### config.mk
export PLATFORM = sky130hd
export DESIGN_NAME = button_event_flat
export DESIGN_NICKNAME = d
export VERILOG_FILES = /design/src/rtl/button_event_if.sv /design/src/rtl/button_event.sv /design/src/flat_wrapper.sv
export SDC_FILE = /design/constraint.sdc
export NUM_CORES = 1
export LEC_CHECK = 0
export ABC_AREA = 0
export CAP_MARGIN = 5
export CORE_MARGIN = 3
export CORE_UTILIZATION = 56
export DETAILED_ROUTE_END_ITERATION = 7
export PLACE_DENSITY_LB_ADDON = 0.15
export SYNTH_ARGS = -nofsm -noshare
export SYNTH_HDL_FRONTEND = slang
export SYNTH_SLANG_ARGS = --single-unit
### constraint.sdc
create_clock -name clk -period 2.5 [get_ports clk]
set_input_delay 0.25 -clock clk [delete_from_list [all_inputs] [get_ports clk]]
set_output_delay 0.25 -clock clk [all_outputs]
set_load 0.03 [all_outputs]
### src/rtl/button_event_if.sv
// Groups the debounced button level and the classified event outputs.
// Latency: none. This file only bundles wires.
// Backpressure: none. Every signal is a level or a single-cycle pulse.
interface button_event_if;
  logic       clean;
  logic       press_pulse;
  logic       release_pulse;
  logic       short_press;
  logic       long_press;
  logic       double_press;
  logic [7:0] event_count;
  logic [2:0] state;

  // Driver of the button level and consumer of the events
  modport master (
    output clean,
    input  press_pulse, release_pulse, short_press, long_press,
           double_press, event_count, state
  );

  // Classifier side
  modport slave (
    input  clean,
    output press_pulse, release_pulse, short_press, long_press,
           double_press, event_count, state
  );
endinterface

### src/rtl/button_event.sv
// Classifies a debounced button into press/release, short, long and double events.
// Latency: every output is registered, so a pulse appears one cycle after the edge that samples its cause.
// Backpressure: none. Events are fire-and-forget pulses plus a wrapping 8-bit event counter.
module button_event #(
  parameter int LONG_CNT   = 50000000,
  parameter int DOUBLE_GAP = 15000000
) (
  input logic          clk,
  input logic          reset,
  button_event_if.slave btn
);

  typedef enum logic [2:0] {
    IDLE      = 3'd0,
    PRESS1    = 3'd1,
    WAIT2     = 3'd2,
    PRESS2    = 3'd3,
    LONG_HELD = 3'd4
  } state_t;

  // The counter holds k-1 at the k-th edge after entering a state, so these
  // terminal values fire exactly LONG_CNT / DOUBLE_GAP edges after entry.
  localparam logic [25:0] LONG_LAST = 26'(LONG_CNT - 1);
  localparam logic [25:0] GAP_LAST  = 26'(DOUBLE_GAP - 1);

  state_t      state_q, state_d;
  logic [25:0] cnt_q, cnt_d;
  logic        clean_d_q, clean_d_d;
  logic        press_q, press_d;
  logic        release_q, release_d;
  logic        short_q, short_d;
  logic        long_q, long_d;
  logic        double_q, double_d;
  logic [7:0]  event_count_q, event_count_d;
  logic        rise, fall;

  assign rise = btn.clean & ~clean_d_q;
  assign fall = ~btn.clean & clean_d_q;

  // Next-state, counter, pulse and event-count logic
  always_comb begin
    state_d       = state_q;
    cnt_d         = cnt_q;
    clean_d_d     = btn.clean;
    press_d       = 1'b0;
    release_d     = 1'b0;
    short_d       = 1'b0;
    long_d        = 1'b0;
    double_d      = 1'b0;
    event_count_d = event_count_q;

    case (state_q)
      IDLE: begin
        if (rise) begin
          press_d = 1'b1;
          state_d = PRESS1;
          cnt_d   = '0;
        end
      end
      PRESS1: begin
        // A release on the terminal edge wins over long detection
        if (fall) begin
          release_d = 1'b1;
          state_d   = WAIT2;
          cnt_d     = '0;
        end else if (cnt_q == LONG_LAST) begin
          long_d  = 1'b1;
          state_d = LONG_HELD;
          cnt_d   = '0;
        end else begin
          cnt_d = cnt_q + 26'd1;
        end
      end
      WAIT2: begin
        // A repress on the terminal edge still counts as a double
        if (rise) begin
          press_d = 1'b1;
          state_d = PRESS2;
          cnt_d   = '0;
        end else if (cnt_q == GAP_LAST) begin
          short_d = 1'b1;
          state_d = IDLE;
          cnt_d   = '0;
        end else begin
          cnt_d = cnt_q + 26'd1;
        end
      end
      PRESS2: begin
        if (fall) begin
          release_d = 1'b1;
          double_d  = 1'b1;
          state_d   = IDLE;
          cnt_d     = '0;
        end
      end
      LONG_HELD: begin
        if (fall) begin
          release_d = 1'b1;
          state_d   = IDLE;
          cnt_d     = '0;
        end
      end
      default: begin
        state_d = IDLE;
        cnt_d   = '0;
      end
    endcase

    if (short_d | long_d | double_d) begin
      event_count_d = event_count_q + 8'd1;
    end
  end

  // State and output registers; reset tracks clean so a held button is not seen as a press
  always_ff @(posedge clk) begin
    if (reset) begin
      state_q       <= IDLE;
      cnt_q         <= '0;
      clean_d_q     <= btn.clean;
      press_q       <= 1'b0;
      release_q     <= 1'b0;
      short_q       <= 1'b0;
      long_q        <= 1'b0;
      double_q      <= 1'b0;
      event_count_q <= '0;
    end else begin
      state_q       <= state_d;
      cnt_q         <= cnt_d;
      clean_d_q     <= clean_d_d;
      press_q       <= press_d;
      release_q     <= release_d;
      short_q       <= short_d;
      long_q        <= long_d;
      double_q      <= double_d;
      event_count_q <= event_count_d;
    end
  end

  assign btn.press_pulse   = press_q;
  assign btn.release_pulse = release_q;
  assign btn.short_press   = short_q;
  assign btn.long_press    = long_q;
  assign btn.double_press  = double_q;
  assign btn.event_count   = event_count_q;
  assign btn.state         = state_q;

endmodule

### src/flat_wrapper.sv
// flat-port wrapper written by rule: the top's interface ports become plain ports
module button_event_flat 
#(
  parameter int LONG_CNT   = 50000000,
  parameter int DOUBLE_GAP = 15000000
)
  (clk, reset, btn_clean, btn_press_pulse, btn_release_pulse, btn_short_press, btn_long_press, btn_double_press, btn_event_count, btn_state);
  button_event_if btn_i ();
  input logic clk;
  input logic reset;
  input wire logic [$bits(btn_i.clean)-1:0] btn_clean;
  output wire logic [$bits(btn_i.press_pulse)-1:0] btn_press_pulse;
  output wire logic [$bits(btn_i.release_pulse)-1:0] btn_release_pulse;
  output wire logic [$bits(btn_i.short_press)-1:0] btn_short_press;
  output wire logic [$bits(btn_i.long_press)-1:0] btn_long_press;
  output wire logic [$bits(btn_i.double_press)-1:0] btn_double_press;
  output wire logic [$bits(btn_i.event_count)-1:0] btn_event_count;
  output wire logic [$bits(btn_i.state)-1:0] btn_state;
  assign btn_i.clean = btn_clean;
  assign btn_press_pulse = btn_i.press_pulse;
  assign btn_release_pulse = btn_i.release_pulse;
  assign btn_short_press = btn_i.short_press;
  assign btn_long_press = btn_i.long_press;
  assign btn_double_press = btn_i.double_press;
  assign btn_event_count = btn_i.event_count;
  assign btn_state = btn_i.state;
  button_event #(.LONG_CNT(LONG_CNT), .DOUBLE_GAP(DOUBLE_GAP)) u_core (.clk(clk), .reset(reset), .btn(btn_i));
endmodule
==> results.md, run 1 <==
* Final Core Density at 70.4%
* Worst Setup Path Type: reg -> reg
* PD cells at 473 nW/um2
* Cell type with the largest total area after synthesis: sky130_fd_sc_hd__dfxtp_1
* DRC marker count from the first detailed-route iteration at 122
* Required @ worst endpoint at 2.78 ns
* Register area share after synthesis at 42.2%
* Inst Count DP at 300
* Leading cell types in the layout, fill and taps excluded: sky130_fd_sc_hd__dfxtp_1, sky130_fd_sc_hd__nor2_1, sky130_fd_sc_hd__nand2_1, sky130_fd_sc_hd__xor2_1, sky130_fd_sc_hd__clkdlybuf4s50_1
* Min Clock Period, post-route at 2.19 ns
* Fraction of synthesized cell area taken by the top area cell type at 42.2%
* Leading cell type in the layout, fill and taps excluded: sky130_fd_sc_hd__dfxtp_1
* Leftover overflow at the end of global routing at 0
* Antenna violations before repair at 0
* Number of hold violations in the final report at 0
* Horizontal extent of the die at 66.4 um
* Result of the run: finished clean
* Mean instance size in the synthesized netlist at 8.87 um2
* Clock tree sinks at 43
* Global-route wire length before repair at 6.76 mm
* Final sum of negative setup slack at 0 ns
* Leading post-synthesis cells by cell area: sky130_fd_sc_hd__dfxtp_1, sky130_fd_sc_hd__xor2_1, sky130_fd_sc_hd__nor2_1
* Unrepaired setup endpoints after global routing: no
* Arrival time reported for the critical path endpoint at 2.48 ns
* Sw Pwr at 0.272 mW
* Final setup skew at 0.0134 ns
* Share of total power consumed by net switching at 23.9%
* Synthesized Nets at 235
* Post-route clock period utilization at 87.7%
* Path type of the worst min-delay path: in -> reg
* Count of non-filler cells in the finished layout at 307
* CP endpoint kind: register
* Number of clock buffers inserted by TritonCTS at 5
* Part of the total power dissipated in sequential elements at 61.6%
* Post-CTS setup buffer count at 0
* Number of vias after detailed routing at 1677
* Peak clock frequency supported by timing at 456 MHz
* Part of the power in combinational logic at 8.6%
* Number of remaining DRC errors at 0
* Maximum root-to-sink buffer count at 2
* Measured slew at the worst slew-check pin at 0.357 ns
* I/O pin total at 19
* Core outline area at 3420 um2
* Yosys warning total at 0
* Number of global-route vias before repair at 1510
* Sum of routed wire length over all layers at 3.86 mm
* # setup viols final at 0
* Clock share of power at 29.9%
* Total global-route track usage at 19.6%
* Internal power contribution at 0.865 mW
* Initial core utilization at 59.7%
* Area growth syn-to-layout at 17.8%
* Detailed-route wire length per cell at 12.6 um
* Number of nets still failing antenna checks after routing at 0
* Num rows at 21
* Antenna diodes at 0
* Number of register bits inferred by synthesis at 43
* Total Die Area at 4400 um2
* Combined area of all synthesized cells at 2040 um2
* Detailed Place HPWL at 2.77 mm
* Source-to-sink clock delay at the later pin of the worst-skew pair at 0.35 ns
* Hold Worst Slack at 0.436 ns
* First-pass detailed-route iteration total at 4
* Unique masters post-synth at 45
* Number of slew-limit violations in the final report at 0
* Maximum number of pins on one net before global-route repair at 24
* Leakage power summed over all cells at 0.837 nW
* Number of hold buffers added after cts at 0
* Share of final-layout standard cells stronger than drive strength 1 at 13.0%
* IR Drop Worst-Case VDD at 0.000420 V
* CP Launch Type: register
* TritonCTS clock tree: done
* Final weighted congestion of routability-driven global placement at 0.853
* Die Height at 66.4 um
* Max transition margin at 76.1%
* Buffer cell driving the clock tree root: sky130_fd_sc_hd__clkbuf_4
* Htree depth at 2
* Net count, final at 266
* Instance count of the mapped netlist at 230
* Resize count post-CTS at 0
* Max-cap violations at 0
* Top fanout value on the critical path at 12
* Total of buffers placed on input and output ports at 18
* Overall power consumption at 1.14 mW
* Routed via count divided by cell count at 5.46
* Worst-path clk slew at 0.12 ns
area by class of cell:
class                           instances  area (um2)
Clock buffer                            6        51.3
Clock inverter                          1        5.00
Inverter                                1        3.75
Sequential cell                        43         861
Timing Repair Buffer                   32         298
Multi-Input combinational cell        178        1130
Tap cell                               46        57.6
Fill cell                             279        1010
power groups by stage:
stage	Sequential (mW)	Clock, mW	Combinational, mW
after floorplan	0.720	0	0.0595
after global placement	0.716	0	0.0966
after detailed placement	0.716	0	0.0981
after CTS	0.700	0.349	0.0982
after global routing	0.703	0.375	0.107
final	0.701	0.340	0.0973
per-stage QoR:
| stage | area (um2) | setup slack, ns |
|---|---|---|
| 2_1_floorplan | 2040 | 0.410 |
| 3_3_place_gp | 2350 | 0.138 |
| 3_5_place_dp | 2350 | 0.0785 |
| 4_1_cts | 2400 | 0.297 |
| 5_1_grt | 2400 | 0.139 |
| 6_report | 2400 | 0.308 |
Yosys cell counts (all sizes together):
master / number
dfxtp: 43
nor2: 30
nand2: 22
xor2: 18
nand3: 12
nand4: 11
a21oi: 10
xnor2: 7
and3: 6
nor3: 6
buf: 5
nand2b: 5
nor4: 5
o21ai: 5
or3: 5
and4: 4
a211oi: 3
and2: 3
clkbuf: 3
nor2b: 3
o31ai: 3
or4: 3
and4b: 2
ha: 2
mux2i: 2
nor4b: 2
or2: 2
a21o: 1
a221o: 1
a221oi: 1
inv: 1
o21bai: 1
o22ai: 1
o2bb2ai: 1
or3b: 1
metal layers:
metal	vias up	share of wire, %	wire length, um	global-route usage (%)
li1	882	-	-	-
met2	30	46	1790	30.7
met5	-	0	0	0
met3	4	4.1	159	4.08
met4	0	0.75	29	6.85
met1	761	49	1880	26.4
state kept, by name (all words and copies together) (netlist names):
| register | cells |
|---|---|
| u_core.cnt_q | 26 |
| u_core.btn.event_count | 8 |
| u_core.btn.state | 3 |
| u_core.btn.double_press | 1 |
| u_core.btn.long_press | 1 |
| u_core.btn.press_pulse | 1 |
| u_core.btn.release_pulse | 1 |
| u_core.btn.short_press | 1 |
| u_core.clean_d_q | 1 |
path summary, 6_finish.rpt:
path | slack [ns] | start | endpoint | depth (start not counted)
max | 0.31 | u_core.cnt_q[16] | u_core.btn.event_count[5] | 7
min | 0.44 | btn_clean | u_core.clean_d_q | 1
max reg2reg | 0.31 | u_core.cnt_q[16] | u_core.btn.event_count[5] | 7
min reg2reg | 0.50 | u_core.btn.event_count[7] | u_core.btn.event_count[7] | 2
kinds of logic (layout without fill, tap and decap cells):
| logic type | after synthesis | after routing | synth area share (%) |
|---|---|---|---|
| adder cells (fa/ha/maj) | 2 | 2 | 1.23 |
| AO/OA/AOI/OAI | 27 | 27 | 9.32 |
| multiplexers | 2 | 2 | 0.981 |
| AND/OR/NAND/NOR | 122 | 122 | 33.0 |
| buffers and inverters | 9 | 40 | 2.57 |
| flip-flops | 43 | 43 | 42.2 |
| XOR/XNOR | 25 | 25 | 10.7 |
critical path: stages, from the launching register on:
cell and delay (ns):
sky130_fd_sc_hd__dfxtp_1 0.38, sky130_fd_sc_hd__nor4_2 0.33, sky130_fd_sc_hd__nand4_2 0.21, sky130_fd_sc_hd__nor4_2 0.30
sky130_fd_sc_hd__nor3_1 0.09, sky130_fd_sc_hd__buf_4 0.18, sky130_fd_sc_hd__or4_1 0.50, sky130_fd_sc_hd__a21oi_1 0.14
Power figures use the tool's default switching activity.
==> run 2, diff against run 1 <==
--- a/config.mk
+++ b/config.mk
@@ -8,7 +8,7 @@
 export ABC_AREA = 0
 export CAP_MARGIN = 5
 export CORE_MARGIN = 3
-export CORE_UTILIZATION = 56
+export CORE_UTILIZATION = 51
 export DETAILED_ROUTE_END_ITERATION = 7
 export PLACE_DENSITY_LB_ADDON = 0.15
 export SYNTH_ARGS = -nofsm -noshare
==> constraint.sdc (replaced) <==
create_clock -name clk -period 2 [get_ports clk]
set_input_delay 0.2 -clock clk [delete_from_list [all_inputs] [get_ports clk]]
set_output_delay 0.2 -clock clk [all_outputs]
set_load 0.03 [all_outputs]
==> results.md, run 2 (synthesis results as in run 1) <==
* Max-cap violations at 0 (unchanged)
* Buffer cell driving the clock tree root: sky130_fd_sc_hd__clkbuf_8 (was sky130_fd_sc_hd__clkbuf_4)
* Antenna violations before repair at 0 (unchanged)
* Leftover overflow at the end of global routing at 0 (unchanged)
* Maximum number of pins on one net before global-route repair at 27 (was 24)
* Leading cell types in the layout, fill and taps excluded: sky130_fd_sc_hd__buf_4, sky130_fd_sc_hd__dfxtp_1, sky130_fd_sc_hd__nor2_1, sky130_fd_sc_hd__nand2_1, sky130_fd_sc_hd__xor2_1 (was sky130_fd_sc_hd__dfxtp_1, sky130_fd_sc_hd__nor2_1, sky130_fd_sc_hd__nand2_1, sky130_fd_sc_hd__xor2_1, sky130_fd_sc_hd__clkdlybuf4s50_1)
* Die Height at 69.3 um (was 66.4 um)
* Final worst setup slack at -0.0200 ns (was 0.308 ns)
* Htree depth at 2 (unchanged)
* Number of clock buffers inserted by TritonCTS at 5 (unchanged)
* First-pass detailed-route iteration total at 4 (unchanged)
* Detailed-route wire length per cell at 13.8 um (was 12.6 um)
* Measured slew at the worst slew-check pin at 0.418 ns (was 0.357 ns)
* Sw Pwr at 0.390 mW (was 0.272 mW)
* CP endpoint kind: register (unchanged)
* Internal power contribution at 1.27 mW (was 0.865 mW)
* Post-route clock period utilization at 101% (was 87.7%)
* Total of buffers placed on input and output ports at 18 (unchanged)
* Max reg flops at 26 (unchanged)
* Core outline area at 3770 um2 (was 3420 um2)
* Detailed Place HPWL at 3.16 mm (was 2.77 mm)
* Num rows at 22 (was 21)
* Top fanout value on the critical path at 7 (was 12)
* Number of hold violations in the final report at 0 (unchanged)
* Met1 wire length at 2.35 mm (was 1.88 mm)
* Min Clock Period, post-route at 2.02 ns (was 2.19 ns)
* Initial core utilization at 54.1% (was 59.7%)
* Worst-path clk slew at 0.08 ns (was 0.12 ns)
* Routed via count divided by cell count at 5.31 (was 5.46)
* Final setup skew at 0.00679 ns (was 0.0134 ns)
* Horizontal extent of the die at 69.3 um (was 66.4 um)
* Number of remaining DRC errors at 0 (unchanged)
* Required @ worst endpoint at 2.23 ns (was 2.78 ns)
* Net count, final at 312 (was 266)
* Number of nets still failing antenna checks after routing at 0 (unchanged)
* Maximum root-to-sink buffer count at 2 (unchanged)
* IR Drop Worst-Case VDD at 0.000447 V (was 0.000420 V)
* Final weighted congestion of routability-driven global placement at 0.810 (was 0.853)
* I/O pin total at 19 (unchanged)
* Share of total power consumed by net switching at 23.4% (was 23.9%)
* Number of global-route vias before repair at 1775 (was 1510)
* Highest routed metal layer: met4 (unchanged)
* Total Die Area at 4800 um2 (was 4400 um2)
* DRC marker count from the first detailed-route iteration at 91 (was 122)
* Unrepaired setup endpoints after global routing: yes (was no)
* CP Launch Type: register (unchanged)
* Leading cell type in the layout, fill and taps excluded: sky130_fd_sc_hd__buf_4 (was sky130_fd_sc_hd__dfxtp_1)
* Arrival time reported for the critical path endpoint at 2.25 ns (was 2.48 ns)
* # setup viols final at 1 (was 0)
* Post-route cell area at 2940 um2 (was 2400 um2)
* Leakage power summed over all cells at 1.16 nW (was 0.837 nW)
* Sum of routed wire length over all layers at 4.91 mm (was 3.86 mm)
* Final sum of negative setup slack at -0.0200 ns (was 0 ns)
* Met3 wirelength from detailed routing at 215 um (was 159 um)
* Part of the total power dissipated in sequential elements at 52.2% (was 61.6%)
* Clock tree sinks at 43 (unchanged)
* Antenna diodes at 0 (unchanged)
* Hold Worst Slack at 0.248 ns (was 0.436 ns)
* Peak clock frequency supported by timing at 495 MHz (was 456 MHz)
* Worst Setup Path Type: reg -> reg (unchanged)
* Global-route wire length before repair at 7.94 mm (was 6.76 mm)
* Failing checks: setup timing
* Max transition margin at 72.0% (was 76.1%)
* Part of the power in combinational logic at 11.6% (was 8.6%)
* Register containing the most flip-flops in the final layout: u_core.cnt_q (unchanged)
* Share of final-layout standard cells stronger than drive strength 1 at 31.5% (was 13.0%)
* Source-to-sink clock delay at the later pin of the worst-skew pair at 0.30 ns (was 0.35 ns)
* Total length of routed met2 wires at 2.29 mm (was 1.79 mm)
* Number of hold buffers added after cts at 0 (unchanged)
* Post-place instance area at 2630 um2 (was 2350 um2)
* Area growth syn-to-layout at 44.1% (was 17.8%)
* Number of slew-limit violations in the final report at 0 (unchanged)
* Clock share of power at 36.2% (was 29.9%)
* Path type of the worst min-delay path: in -> reg (unchanged)
* PD cells at 566 nW/um2 (was 473 nW/um2)
* Total global-route track usage at 19.9% (was 19.6%)
* TritonCTS clock tree: done (unchanged)
* Result of the run: finished, violations left (was finished clean)
* Number of vias after detailed routing at 1891 (was 1677)
[run 2: cell count changes in the layout (fill, tap and decap cells not counted), sizes merged]
cell           delta
buf              +44
clkbuf            +4
clkdlybuf4s50     -1
clkinv            -1
dlygate4sd2       +1
[run 2: through the flow]
| step | power (mW) | setup slack, ns | cells | utilization [%] |
|---|---|---|---|---|
| final | 1.66 | -0.0200 | 356 | 78.0 |
| after global routing | 1.72 | -0.0979 | 356 | 78.0 |
| after CTS | 1.63 | -0.0458 | 353 | 74.2 |
| after detailed placement | 1.04 | -0.358 | 338 | 69.6 |
| after global placement | 1.04 | -0.305 | 338 | 69.6 |
| after floorplan | 0.974 | 0.00639 | 230 | - |
[run 2: layout make-up]
class,instances,area [um2]
clock buffers,8,100
fillers,254,831
inverters,1,3.75
multi-input cells,178,1220
flip-flops and latches,43,871
well taps,48,60.1
repair buffers,78,688
[run 2: metal layers]
layer	track usage, %	vias to the layer above
met5	0	-
met4	5.86	0
met3	5.22	7
met2	33.2	30
met1	25.1	881
li1	-	973
[run 2: timing repair]
item | CTS | global route
pin swaps | 10 | 11
resized for setup | 6 | 20
buffers inserted | 7 | 1
endpoints found under the setup margin | 6 | 35
cloned | 0 | 3
[run 2: worst max-delay path: stages (launching register included)]
cell and delay [ns]:
sky130_fd_sc_hd__dfxtp_2 0.34, sky130_fd_sc_hd__nor4_4 0.29, sky130_fd_sc_hd__nand4_2 0.18, sky130_fd_sc_hd__buf_6 0.16, sky130_fd_sc_hd__nor4_4 0.28, sky130_fd_sc_hd__nor3_4 0.08
sky130_fd_sc_hd__or4_1 0.47, sky130_fd_sc_hd__a21oi_1 0.14
[run 2: final timing paths]
kind	start	slack, ns	end	depth (start not counted)
max reg2reg	u_core.cnt_q[16]	-0.02	u_core.btn.event_count[5]	7
min	btn_clean	0.25	u_core.clean_d_q	1
max	u_core.cnt_q[16]	-0.02	u_core.btn.event_count[5]	7
min reg2reg	u_core.btn.event_count[6]	0.50	u_core.btn.event_count[6]	2
[run 2: power by group through the flow]
stage | combinational [mW] | clock (mW) | sequential, mW
finish | 0.193 | 0.603 | 0.868
global route | 0.207 | 0.647 | 0.870
CTS | 0.152 | 0.611 | 0.868
detailed placement | 0.151 | 0 | 0.888
global placement | 0.150 | 0 | 0.888
floorplan | 0.0743 | 0 | 0.899
